[config.mk]
export PLATFORM = sky130hd
export DESIGN_NAME = approx_mult_pipe
export DESIGN_NICKNAME = d
export VERILOG_FILES = /design/src/rtl/approx_mult_pipe.sv
export SDC_FILE = /design/constraint.sdc
export NUM_CORES = 1
export LEC_CHECK = 0
export BUFFER_PORTS_ARGS = -buffer_cell sky130_fd_sc_hd__buf_2
export CORE_AREA = 3 3 91 136
export CTS_CLUSTER_SIZE = 14
export DETAILED_ROUTE_END_ITERATION = 8
export DIE_AREA = 0 0 94 139
export HOLD_SLACK_MARGIN = 0.06
export PLACE_DENSITY_LB_ADDON = 0.2
export SETUP_SLACK_MARGIN = 0.4
export SLEW_MARGIN = 20
export SYNTH_ARGS = -nofsm -noshare
export SYNTH_HDL_FRONTEND = slang
export SYNTH_SLANG_ARGS = --single-unit
[constraint.sdc]
create_clock -name clk -period 8.23 [get_ports clk]
set_input_delay 2.0575 -clock clk [delete_from_list [all_inputs] [get_ports clk]]
set_output_delay 2.0575 -clock clk [all_outputs]
set_load 0.03 [all_outputs]
[src/rtl/approx_mult_pipe.sv]
// Pipelined unsigned approximate multiplier: high partial-product rows exact, low rows OR-compressed
// below column W-1. Optional out_err port (exact - approximate) enabled by macro APPROX_ERR_OUT_EN.
module approx_mult_pipe #(
  parameter int W = 8,
  parameter int L = 4
) (
  input  logic            clk,
  input  logic            rst_n,
  input  logic            in_valid,
  output logic            in_ready,
  input  logic [W-1:0]    in_x,
  input  logic [W-1:0]    in_y,
  input  logic            in_exact,
  output logic            out_valid,
  input  logic            out_ready,
  output logic [2*W-1:0]  out_z
`ifdef APPROX_ERR_OUT_EN
  ,
  output logic [2*W-1:0]  out_err
`endif
);

  localparam int PW = 2 * W;
  localparam int CW = $clog2(L + 1) + 1;

  logic          adv;
  logic          in_fire;
  logic          s1_valid;
  logic [W-1:0]  s1_x;
  logic [W-1:0]  s1_y;
  logic          s1_exact;
  logic [PW-1:0] s1_hi;
  logic [PW-1:0] s1_lo;

  logic [PW-1:0] hi_c;
  logic [PW-1:0] lo_c;
  logic [CW-1:0] col_cnt [PW];
  logic [PW-1:0] prod_c;
  logic [PW-1:0] approx_c;
  logic [PW-1:0] z_c;

  assign adv      = !out_valid || out_ready;
  assign in_ready = adv || !s1_valid;
  assign in_fire  = in_valid && in_ready;

  assign hi_c = (PW'(in_y) * (PW'(in_x) >> L)) << L;

  // Low rows: column population counts; columns below W-1 collapse to a single OR bit.
  always_comb begin
    for (int c = 0; c < PW; c++) begin
      col_cnt[c] = '0;
    end
    for (int i = 0; i < L; i++) begin
      for (int j = 0; j < W; j++) begin
        col_cnt[i+j] = col_cnt[i+j] + CW'(in_x[i] & in_y[j]);
      end
    end
    lo_c = '0;
    for (int c = 0; c < PW; c++) begin
      if (c < W - 1) begin
        lo_c[c] = |col_cnt[c];
      end else begin
        lo_c = lo_c + (PW'(col_cnt[c]) << c);
      end
    end
  end

  always_ff @(posedge clk or negedge rst_n) begin
    if (!rst_n) begin
      s1_valid <= 1'b0;
      s1_x     <= '0;
      s1_y     <= '0;
      s1_exact <= 1'b0;
      s1_hi    <= '0;
      s1_lo    <= '0;
    end else if (in_ready) begin
      s1_valid <= in_valid;
      if (in_fire) begin
        s1_x     <= in_x;
        s1_y     <= in_y;
        s1_exact <= in_exact;
        s1_hi    <= hi_c;
        s1_lo    <= lo_c;
      end
    end
  end

  assign prod_c   = PW'(s1_x) * PW'(s1_y);
  assign approx_c = s1_hi + s1_lo;
  assign z_c      = s1_exact ? prod_c : approx_c;

  always_ff @(posedge clk or negedge rst_n) begin
    if (!rst_n) begin
      out_valid <= 1'b0;
      out_z     <= '0;
    end else if (adv) begin
      out_valid <= s1_valid;
      if (s1_valid) begin
        out_z <= z_c;
      end
    end
  end

`ifdef APPROX_ERR_OUT_EN
  logic [PW-1:0] err_c;

  assign err_c = s1_exact ? '0 : (prod_c - approx_c);

  always_ff @(posedge clk or negedge rst_n) begin
    if (!rst_n) begin
      out_err <= '0;
    end else if (adv && s1_valid) begin
      out_err <= err_c;
    end
  end
`endif

endmodule
Word-level counts from Yosys, hierarchy flattened
Index checks and enable logic that the tools add are counted.
- $lt $le $gt $ge: 0
- divide/modulo/power cells: 0
- reductions and logical operators: 14
- bitwise operators: 32
- multipliers: 2
- shift-type cells: 0
- eq/ne operators: 0
- mux-type cells: 1
- add/subtract/negate cells: 26
- operators with widths (cell ; count):
    bitwise AND 1 bit ; 32
    OR reduction 4 bit ; 7
    adder 2 x 1 -> 3 bit ; 7
    adder 3 x 1 -> 4 bit ; 5
    adder 1 x 1 -> 2 bit ; 9
    adder 16 bit ; 1
    multiplier 8 x 8 -> 16 bit ; 1
    two-way mux 16 bit ; 1
    adder 14 x 11 -> 15 bit ; 1
    adder 13 x 11 -> 14 bit ; 1
    adder 12 x 11 -> 13 bit ; 1
    adder 7 x 11 -> 12 bit ; 1
    multiplier 8 x 4 -> 12 bit ; 1
    AND reduction 2 bit ; 2
    logical NOT 1 bit ; 2
    logical OR 1 bit ; 2
    logical AND 1 bit ; 1
- flip-flop bits (word level): 63
- latch bits: 0
- ROM bits: 0
- memory bits (writable): 0
- memories: 0

Logic depth before layout (Yosys ltp)
Gate-level depths: netlist (run 1).
- depth after elaboration: 9
- mapped depth: 17

Worst setup path before layout (run 1)
No wires, ideal clock.
- path kind: input port to flip-flop
- start point: input in_x[7]
- end point: register s1_hi[15]
- data arrival time: 4.923 ns
- buffers on the path: 1
- setup slack: 3.176 ns
- cell stages on the path: 13
- setup time: 0.131 ns
- cell sequence: clkbuf_1 > nand2_1 > fa_1 > fa_1 > inv_1 > ha_1 > a21o_1 > a21oi_2 > o21ai_1 > a21o_1 > a31oi_1 > nor4b_1 > or3_1
- longest elaborated chain between the ends: 1
- ends and longest elaborated chain (item ; RTL line ; text):
    start, declared ; 11 ; input logic [W-1:0] in_x,
    multiplier 8 x 4 -> 12 bit ; 46 ; assign hi_c = (PW'(in_y) * (PW'(in_x) >> L)) << L;
    end signal, assigned ; 82 ; s1_hi <= hi_c;
    end, declared ; 32 ; logic [PW-1:0] s1_hi;
No other way between the ends.
A chain may end at the register's enable or synchronous reset.

Final worst setup path (run 1)
Same ends and word-level chain as after synthesis.

==> reports/metrics.csv, run 1 <==
metric;value;unit
outcome;finished, final reports clean;
Fin Setup TNS;0;ns
Nets;860;
# diodes;0;
Placed Cells;844;
final core occ;61.1;%
Syn. warnings;0;
distinct cell type count of the synthesized netlist;57;
vias;4827;
critical path launch point type;input pin;
sequential-to-total area share from yosys stat;23.7;%
Initial Utilization;55.6;%
slew of the pin with the lowest slew margin;0.773;ns
Min-Delay Path Class;flip-flop to flip-flop;
#FFs+latches synth;60;
synth top area cells;dfrtp_1, fa_1, ha_1;
chip width;94;µm
DP HPWL;11.5;mm
EDFF count, synth;0;
largest net degree at the start of global routing;67;
share of the synthesized area in the top cell type;23.7;%
WP data required;8.43;ns
Post-CTS Setup Repair Bufs;0;
Layout area overhead;9.90;%
Final min period;4.85;ns
Worst Path Max Fanout;9;
TritonRoute pass-1 iters;6;
aggregate global-route resource usage;23.1;%
Cell Area, Synth;0.00634;mm²
Synth area leader;dfrtp_1;
PostCTS Resize Cnt;0;
Rows;48;
fin crit share;58.9;%
fmax;206;MHz
H-tree depth;3;
Critical Path AT;5.05;ns
share of cells above drive strength 1;9.58;%
IO Port Bufs;38;
Post-synth ARST share;100;%
CTS tree;done;
Syn Inst Count;677;
Vias/cell;5.61;
initial antenna violation count;0;
Core Region;0.0114;mm²
Finished Layout Cells;860;
WL per Instance;16.5;µm
drt drc;0;
vias in the first global route;5032;
Max VDD drop;0.225;mV
GPL Wtd Cong;0.916;
DIE HEIGHT;139;µm
clk_lat worst skew;0.33;ns
Syn Nets;832;
LEAKAGE;3.55;nW
drt total wl;14.2;mm
Antenna Nets Post-Route;0;
Max transition margin;48.4;%
CP endpoint kind;flip-flop;
Avg Inst Size Synth;9.37;µm²
Ports;39;
setup slack after layout;3.38;ns
most numerous cell in the Yosys netlist;nand2_1;
Fillers;996;
worst slack, placed;3.04;ns
Max clock buf depth;2;
total of max-cap violations;0;
Post-synth top cells;nand2_1, and2_1, ha_1;
Setup Crit Path Kind;input pin to flip-flop;
root buf cell;clkbuf_16;
Clk pin slew, worst setup/hold paths;0.05;ns
Slew Limit Fails;0;
first-pass GRT wire length;23.8;mm
final hold vios;0;
Top FF cell, synth;dfrtp_1;
number of DRC violations after detailed-routing iteration 0;163;
RSZ-0062 raised after global routing;no;
Num Clock Sinks;60;
GRT overflow;0;
clock skew;0.00729;ns
# setup viols final;0;
hold-fix buffers at CTS;0;
Cell Pwr Density;363;mW/mm²
die area;0.0131;mm²
CTS Buf Count;9;
power breakdown:
group          switching (W)  internal (W)
logic               0.000972      0.000693
registers          0.0000782      0.000376
clock network       0.000139      0.000274
total                0.00119       0.00134
metrics by stage:
step | total power, W | hold slack, ns | area (µm²)
3_5_place_dp | 0.00213 | 0.475 | 6650
4_1_cts | 0.00255 | 0.487 | 6970
2_1_floorplan | 0.00170 | 0.455 | 6340
6_report | 0.00253 | 0.479 | 6970
5_1_grt | 0.00276 | 0.507 | 6970
3_3_place_gp | 0.00209 | 0.464 | 6650
sequential cells by signal, indices dropped and copies added, names as in the netlist:
signal,flops
s1_valid,1
s1_y,8
s1_x,8
s1_exact,1
s1_hi,12
s1_lo,13
out_z,16
out_valid,1
kinds of logic (layout without fill, tap and decap cells):
family	count (synthesis)	after routing	synth area share [%]
DFF	60	60	23.7
muxes	29	29	5.05
adders and majority gates	134	134	33.3
and+or+nand+nor	232	232	18.9
buffers and inverters	100	133	6.03
xor gates and xnor gates	19	19	2.62
AOI/OAI and AO/OA	103	103	10.5
layout make-up:
class	instances	area (µm²)	share of cell area (%)
inverters	77	289	4.14
clock inverters	5	83.8	1.20
flip-flops and latches	60	1500	21.5
well taps	150	188	2.69
repair buffers	40	205	2.94
multi-input cells	517	4460	64.0
clock buffers	11	243	3.48
path summary, 6_finish.rpt:
| check | cells after the start | from | end | slack, ns |
|---|---|---|---|---|
| hold / removal | 2 | out_z[6] | out_z[6] | 0.48 |
| min in group asynchronous | 2 | rst_n | s1_x[2] | 1.87 |
| max in group asynchronous | 2 | rst_n | out_z[2] | 5.82 |
| setup reg to reg | 16 | s1_x[0] | out_z[15] | 3.59 |
| setup / recovery | 13 | in_x[7] | s1_hi[15] | 3.38 |
| hold reg to reg | 2 | out_z[6] | out_z[6] | 0.48 |
worst max-delay path: stages:
cell,delay (ns)
buf_2,0.16
nand2_1,0.10
fa_1,0.51
fa_1,0.56
inv_1,0.07
ha_1,0.29
a21o_1,0.19
a21oi_2,0.20
o21ai_1,0.09
a21o_1,0.17
a31oi_1,0.20
nor4b_1,0.07
or3_1,0.38
per-layer routing:
| layer | track usage (%) | wire length (µm) | up-vias |
|---|---|---|---|
| met3 | 2.93 | 304 | 29 |
| met1 | 26.5 | 5500 | 2436 |
| met4 | 8.83 | 399 | 0 |
| met5 | 0 | 0 | - |
| li1 | - | - | 2279 |
| met2 | 42.7 | 7990 | 83 |
layout by cell type (no fill, tap or decap), drive strengths merged, types with 3 or more instances in the layout:
master  synthesis  routed
nor3b           3       3
nand3           4       4
o31ai           3       3
buf             6      40
xor2            6       6
nor2           22      22
fa             58      58
nand2b          7       7
inv            76      77
ha             76      76
o21a            6       6
a211oi          5       5
mux2i           5       5
nand2          91      91
or3             3       3
a21o           10      10
nor3            5       5
a31oi           7       7
o21ai          32      32
a21oi          28      28
and2           82      82
dfrtp          60      60
xnor2          13      13
clkbuf         17      11
mux2           24      24
Power figures use the tool's default switching activity.
==> run 2: changes to the inputs <==
- clock period: 8.23 -> 5 ns (I/O delays scaled with it)
==> reports/metrics.csv, run 2 (synthesized netlist as in run 1, its figures left out) <==
metric;value;unit
share of cells above drive strength 1;10.4;%
hold-critical path depth;2;
Fin Setup TNS;0;ns
critical path launch point type;flip-flop;
WL per Instance;16.9;µm
slew of the pin with the lowest slew margin;0.782;ns
drt total wl;14.5;mm
GPL Wtd Cong;0.870;
hold endpoint;out_z[4];
slowest cell on the critical path;fa_1;
die area;0.0131;mm²
number of cells on the worst reg-to-reg path;15;
H-tree depth;3;
Vias/cell;5.45;
first-pass GRT wire length;24.5;mm
Initial Utilization;55.6;%
outcome;finished, final reports clean;
most common cell after layout, fill and taps aside;nand2_1;
hold-fix buffers at CTS;0;
final hold vios;0;
fmax;227;MHz
Cell Pwr Density;582;mW/mm²
TritonRoute pass-1 iters;4;
CP most frequent cell;fa_1;
Antenna Nets Post-Route;0;
max FFs per register;16;
CTS tree;done;
buffers and inverters on the worst path;2;
Final Power;0.00405;W
clock skew;0.00854;ns
FF-to-FF Start;s1_x[1];
IO Port Bufs;38;
drt drc;0;
chip width;94;µm
Nets;860;
total of max-cap violations;0;
LEAKAGE;3.54;nW
r2r setup slk;0.59;ns
initial antenna violation count;0;
Worst Path Max Fanout;9;
Final min period;4.41;ns
most frequent cells in the layout;nand2_1, and2_1, ha_1;
DIE HEIGHT;139;µm
GRT overflow;0;
clk_lat worst skew;0.33;ns
Max transition margin;47.7;%
Slew Limit Fails;0;
Crit path max-delay family;adder cells;
Top reg by flops;out_z;
# setup viols final;0;
number of DRC violations after detailed-routing iteration 0;182;
RSZ-0062 raised after global routing;no;
Clk pin slew, worst setup/hold paths;0.06;ns
hold path startpoint;out_z[4];
vias in the first global route;5009;
Post-CTS Setup Repair Bufs;0;
aggregate global-route resource usage;24.1;%
RR Endpoint;out_z[15];
Max clock buf depth;2;
# diodes;0;
CP endpoint kind;flip-flop;
worst-path cell chain;and2_1 -> fa_1 -> fa_1 -> fa_1 -> inv_1 -> fa_1 -> inv_1 -> ha_1 -> o21a_1 -> nor2_1 -> a21oi_2 -> a311oi_2 -> o21ai_0 -> xnor2_1 -> a21oi_1;
biggest regs;out_z x16, s1_lo x13, s1_hi x12;
Layout area overhead;9.68;%
DP HPWL;11.9;mm
Max VDD drop;0.307;mV
largest net degree at the start of global routing;45;
WP data required;5.20;ns
Rows;48;
Core Region;0.0114;mm²
root buf cell;clkbuf_16;
fin crit share;88.3;%
CTS Buf Count;9;
Min-Delay Path Class;flip-flop to flip-flop;
Ports;39;
Setup Crit Path Kind;flip-flop to flip-flop;
Critical Path AT;4.61;ns
Num Clock Sinks;60;
max incr delay on CP;0.54;ns
vias;4687;
-- run 2: power by group --
part / leakage, nW / total (W) / internal [W] / switching, W
clock network: 0.142 / 0.000615 / 0.000385 / 0.000229
logic: 2.68 / 0.00268 / 0.00113 / 0.00155
registers: 0.718 / 0.000750 / 0.000620 / 0.000130
total: 3.54 / 0.00405 / 0.00213 / 0.00191
-- run 2: tightest hold or removal path, stage by stage, from the launching register on --
cell     delay, ns
dfrtp_1       0.33
nand2_1       0.05
o21ai_1       0.06
-- run 2: worst max path at each step --
| stage | from | end | slack (ns) | cells after the start |
|---|---|---|---|---|
| CTS | s1_x[2] | out_z[15] | 0.51 | 15 |
| global placement | s1_y[7] | out_z[15] | 0.62 | 15 |
| floorplan | in_x[7] | s1_hi[15] | 0.75 | 13 |
| detailed placement | s1_x[2] | out_z[15] | 0.53 | 15 |
| finish | s1_x[1] | out_z[15] | 0.59 | 15 |
| global route | s1_x[1] | out_z[15] | 0.43 | 15 |
-- run 2: per-layer routing --
metal | vias to the layer above | wire [µm] | GRT usage (%)
met4 | 0 | 540 | 11.0
met5 | - | 0 | 0
li1 | 2284 | - | -
met3 | 27 | 326 | 3.20
met2 | 62 | 7800 | 42.7
met1 | 2314 | 5870 | 28.3
-- run 2: area by class of cell --
class	count	area, µm²
multi-input combinational	517	4480
tap	150	188
clock buffer	10	229
sequential	60	1510
timing repair buffer	40	205
inverter	77	289
fill	1008	4450
clock inverter	6	65.1
-- run 2: metrics by stage --
stage                     hold WS (ns)  worst slack, ns  instances  util (%)  area [µm²]
after floorplan                  0.455            0.754        677         -        6340
after global placement           0.463            0.624        844      58.2        6650
after detailed placement         0.470            0.533        844      58.2        6650
after CTS                        0.482            0.506        860      60.8        6940
after global routing             0.502            0.430        860      61.0        6960
final                            0.476            0.587        860      61.0        6960
-- run 2: timing repair --
item,CTS,global route
endpoints found under the setup margin,0,2
endpoints found under the hold margin,0,0
gates resized for setup,0,7
==> run 3: changes to the inputs <==
- CORE_AREA: 3 3 91 136 -> 3 3 110 112
- DIE_AREA: 0 0 94 139 -> 0 0 113 115
==> reports/metrics.csv, run 3 (synthesized netlist as in run 1, its figures left out) <==
metric;value;unit
IO Port Bufs;38;
Cell Pwr Density;580;mW/mm²
worst slack, placed;0.500;ns
r2r setup slk;0.58;ns
Vias/cell;5.64;
GRT busiest layer;met2;
Antenna Nets Post-Route;0;
biggest regs;out_z x16, s1_lo x13, s1_hi x12;
die area;0.0130;mm²
Fin Setup TNS;0;ns
Core Region;0.0113;mm²
vias in the first global route;4956;
drt drc;0;
hold endpoint;out_z[4];
Num Clock Sinks;60;
# diodes;0;
Placed Cells;837;
Max VDD drop;0.477;mV
Global Route met3 Usage;3.05;%
Setup Crit Path Kind;flip-flop to flip-flop;
first-pass GRT wire length;23.9;mm
final hold vios;0;
WL per Instance;16.7;µm
fmax;226;MHz
GPL Wtd Cong;0.900;
Final min period;4.42;ns
Worst Path Max Fanout;9;
Initial Utilization;56.0;%
Critical Path AT;4.62;ns
Slew Limit Fails;0;
number of DRC violations after detailed-routing iteration 0;291;
max FFs per register;16;
clock skew;0.00433;ns
hold-critical path depth;2;
Max clock buf depth;2;
Layout area overhead;9.19;%
drt total wl;14.3;mm
most frequent cells in the layout;nand2_1, and2_1, ha_1;
Final Power;0.00402;W
fin crit share;88.4;%
total of max-cap violations;0;
met1 Use GR;31.7;%
Rows;39;
FF-to-FF Start;s1_x[1];
share of cells above drive strength 1;10.6;%
Min Hold Slack;0.475;ns
most common cell after layout, fill and taps aside;nand2_1;
GRT overflow;0;
WP data required;5.20;ns
vias;4809;
TritonRoute pass-1 iters;4;
LEAKAGE;3.52;nW
global routing usage on met2;39.1;%
CTS tree;done;
clk_lat worst skew;0.33;ns
number of cells on the worst reg-to-reg path;15;
critical path launch point type;flip-flop;
slew of the pin with the lowest slew margin;0.751;ns
RR Endpoint;out_z[15];
RSZ-0062 raised after global routing;yes;
Clk pin slew, worst setup/hold paths;0.05;ns
DIE HEIGHT;115;µm
hold path startpoint;out_z[4];
hold-fix buffers at CTS;0;
Top reg by flops;out_z;
PostCTS Resize Cnt;0;
Min-Delay Path Class;flip-flop to flip-flop;
outcome;finished, final reports clean;
# setup viols final;0;
Nets;860;
H-tree depth;3;
aggregate global-route resource usage;23.3;%
setup slack after layout;0.580;ns
root buf cell;clkbuf_16;
CP endpoint kind;flip-flop;
Finished Layout Cells;853;
Ports;39;
chip width;113;µm
Max transition margin;49.9;%
CTS Buf Count;9;
DP HPWL;11.3;mm
Post-CTS Setup Repair Bufs;0;
initial antenna violation count;0;
largest net degree at the start of global routing;47;
==> run 3: cell types whose count changed in the layout (fill, tap and decap cells not counted), sizes merged <==
cell	before	now
bufinv	1	0
inv	76	77
clkinv	5	2
clkinvlp	1	3
clkbuf	10	11
==> run 3: how the worst max path moves through the flow <==
stage                     cells past startpoint   endpoint     from  slack (ns)
after floorplan                              13  s1_hi[15]  in_x[7]        0.75
after global placement                       16  out_z[15]  s1_x[0]        0.66
after detailed placement                     15  out_z[15]  s1_x[1]        0.50
after CTS                                    15  out_z[15]  s1_x[1]        0.49
after global routing                         15  out_z[15]  s1_x[1]        0.39
final                                        15  out_z[15]  s1_x[1]        0.58
==> run 3: layout make-up <==
cell class / count / area [µm²]
Clock buffer: 11 / 243
Clock inverter: 5 / 36.3
Fill cell: 987 / 4390
Inverter: 77 / 289
Multi-Input combinational cell: 517 / 4470
Sequential cell: 60 / 1510
Tap cell: 143 / 179
Timing Repair Buffer: 40 / 205
==> run 3: critical path, stage by stage (launching register included) <==
cell      delay (ns)
dfrtp_2         0.45
and2_1          0.19
fa_1            0.51
fa_1            0.53
fa_1            0.54
inv_1           0.05
fa_1            0.52
inv_1           0.04
ha_1            0.35
o21a_1          0.19
nor2_1          0.11
a21oi_2         0.06
a311oi_2        0.34
o21ai_1         0.13
xnor2_1         0.18
a21oi_1         0.09
==> run 3: power breakdown <==
group	total, W	switching (W)	internal, W
Combinational	0.00269	0.00156	0.00113
Sequential	0.000754	0.000133	0.000621
Clock	0.000573	0.000224	0.000349
Total	0.00402	0.00192	0.00209
==> run 3: metrics by stage <==
step	instance area, µm²	util [%]
4_1_cts	6920	61.1
2_1_floorplan	6340	-
3_3_place_gp	6640	58.6
3_5_place_dp	6640	58.6
5_1_grt	6930	61.2
6_report	6930	61.2
==> run 3: metal layers <==
| metal | vias to the layer above | share of wire [%] | wire length, µm |
|---|---|---|---|
| li1 | 2288 | - | - |
| met1 | 2405 | 45 | 6430 |
| met2 | 98 | 49 | 7010 |
| met3 | 18 | 3.7 | 532 |
| met4 | 0 | 1.9 | 272 |
| met5 | - | 0 | 0 |
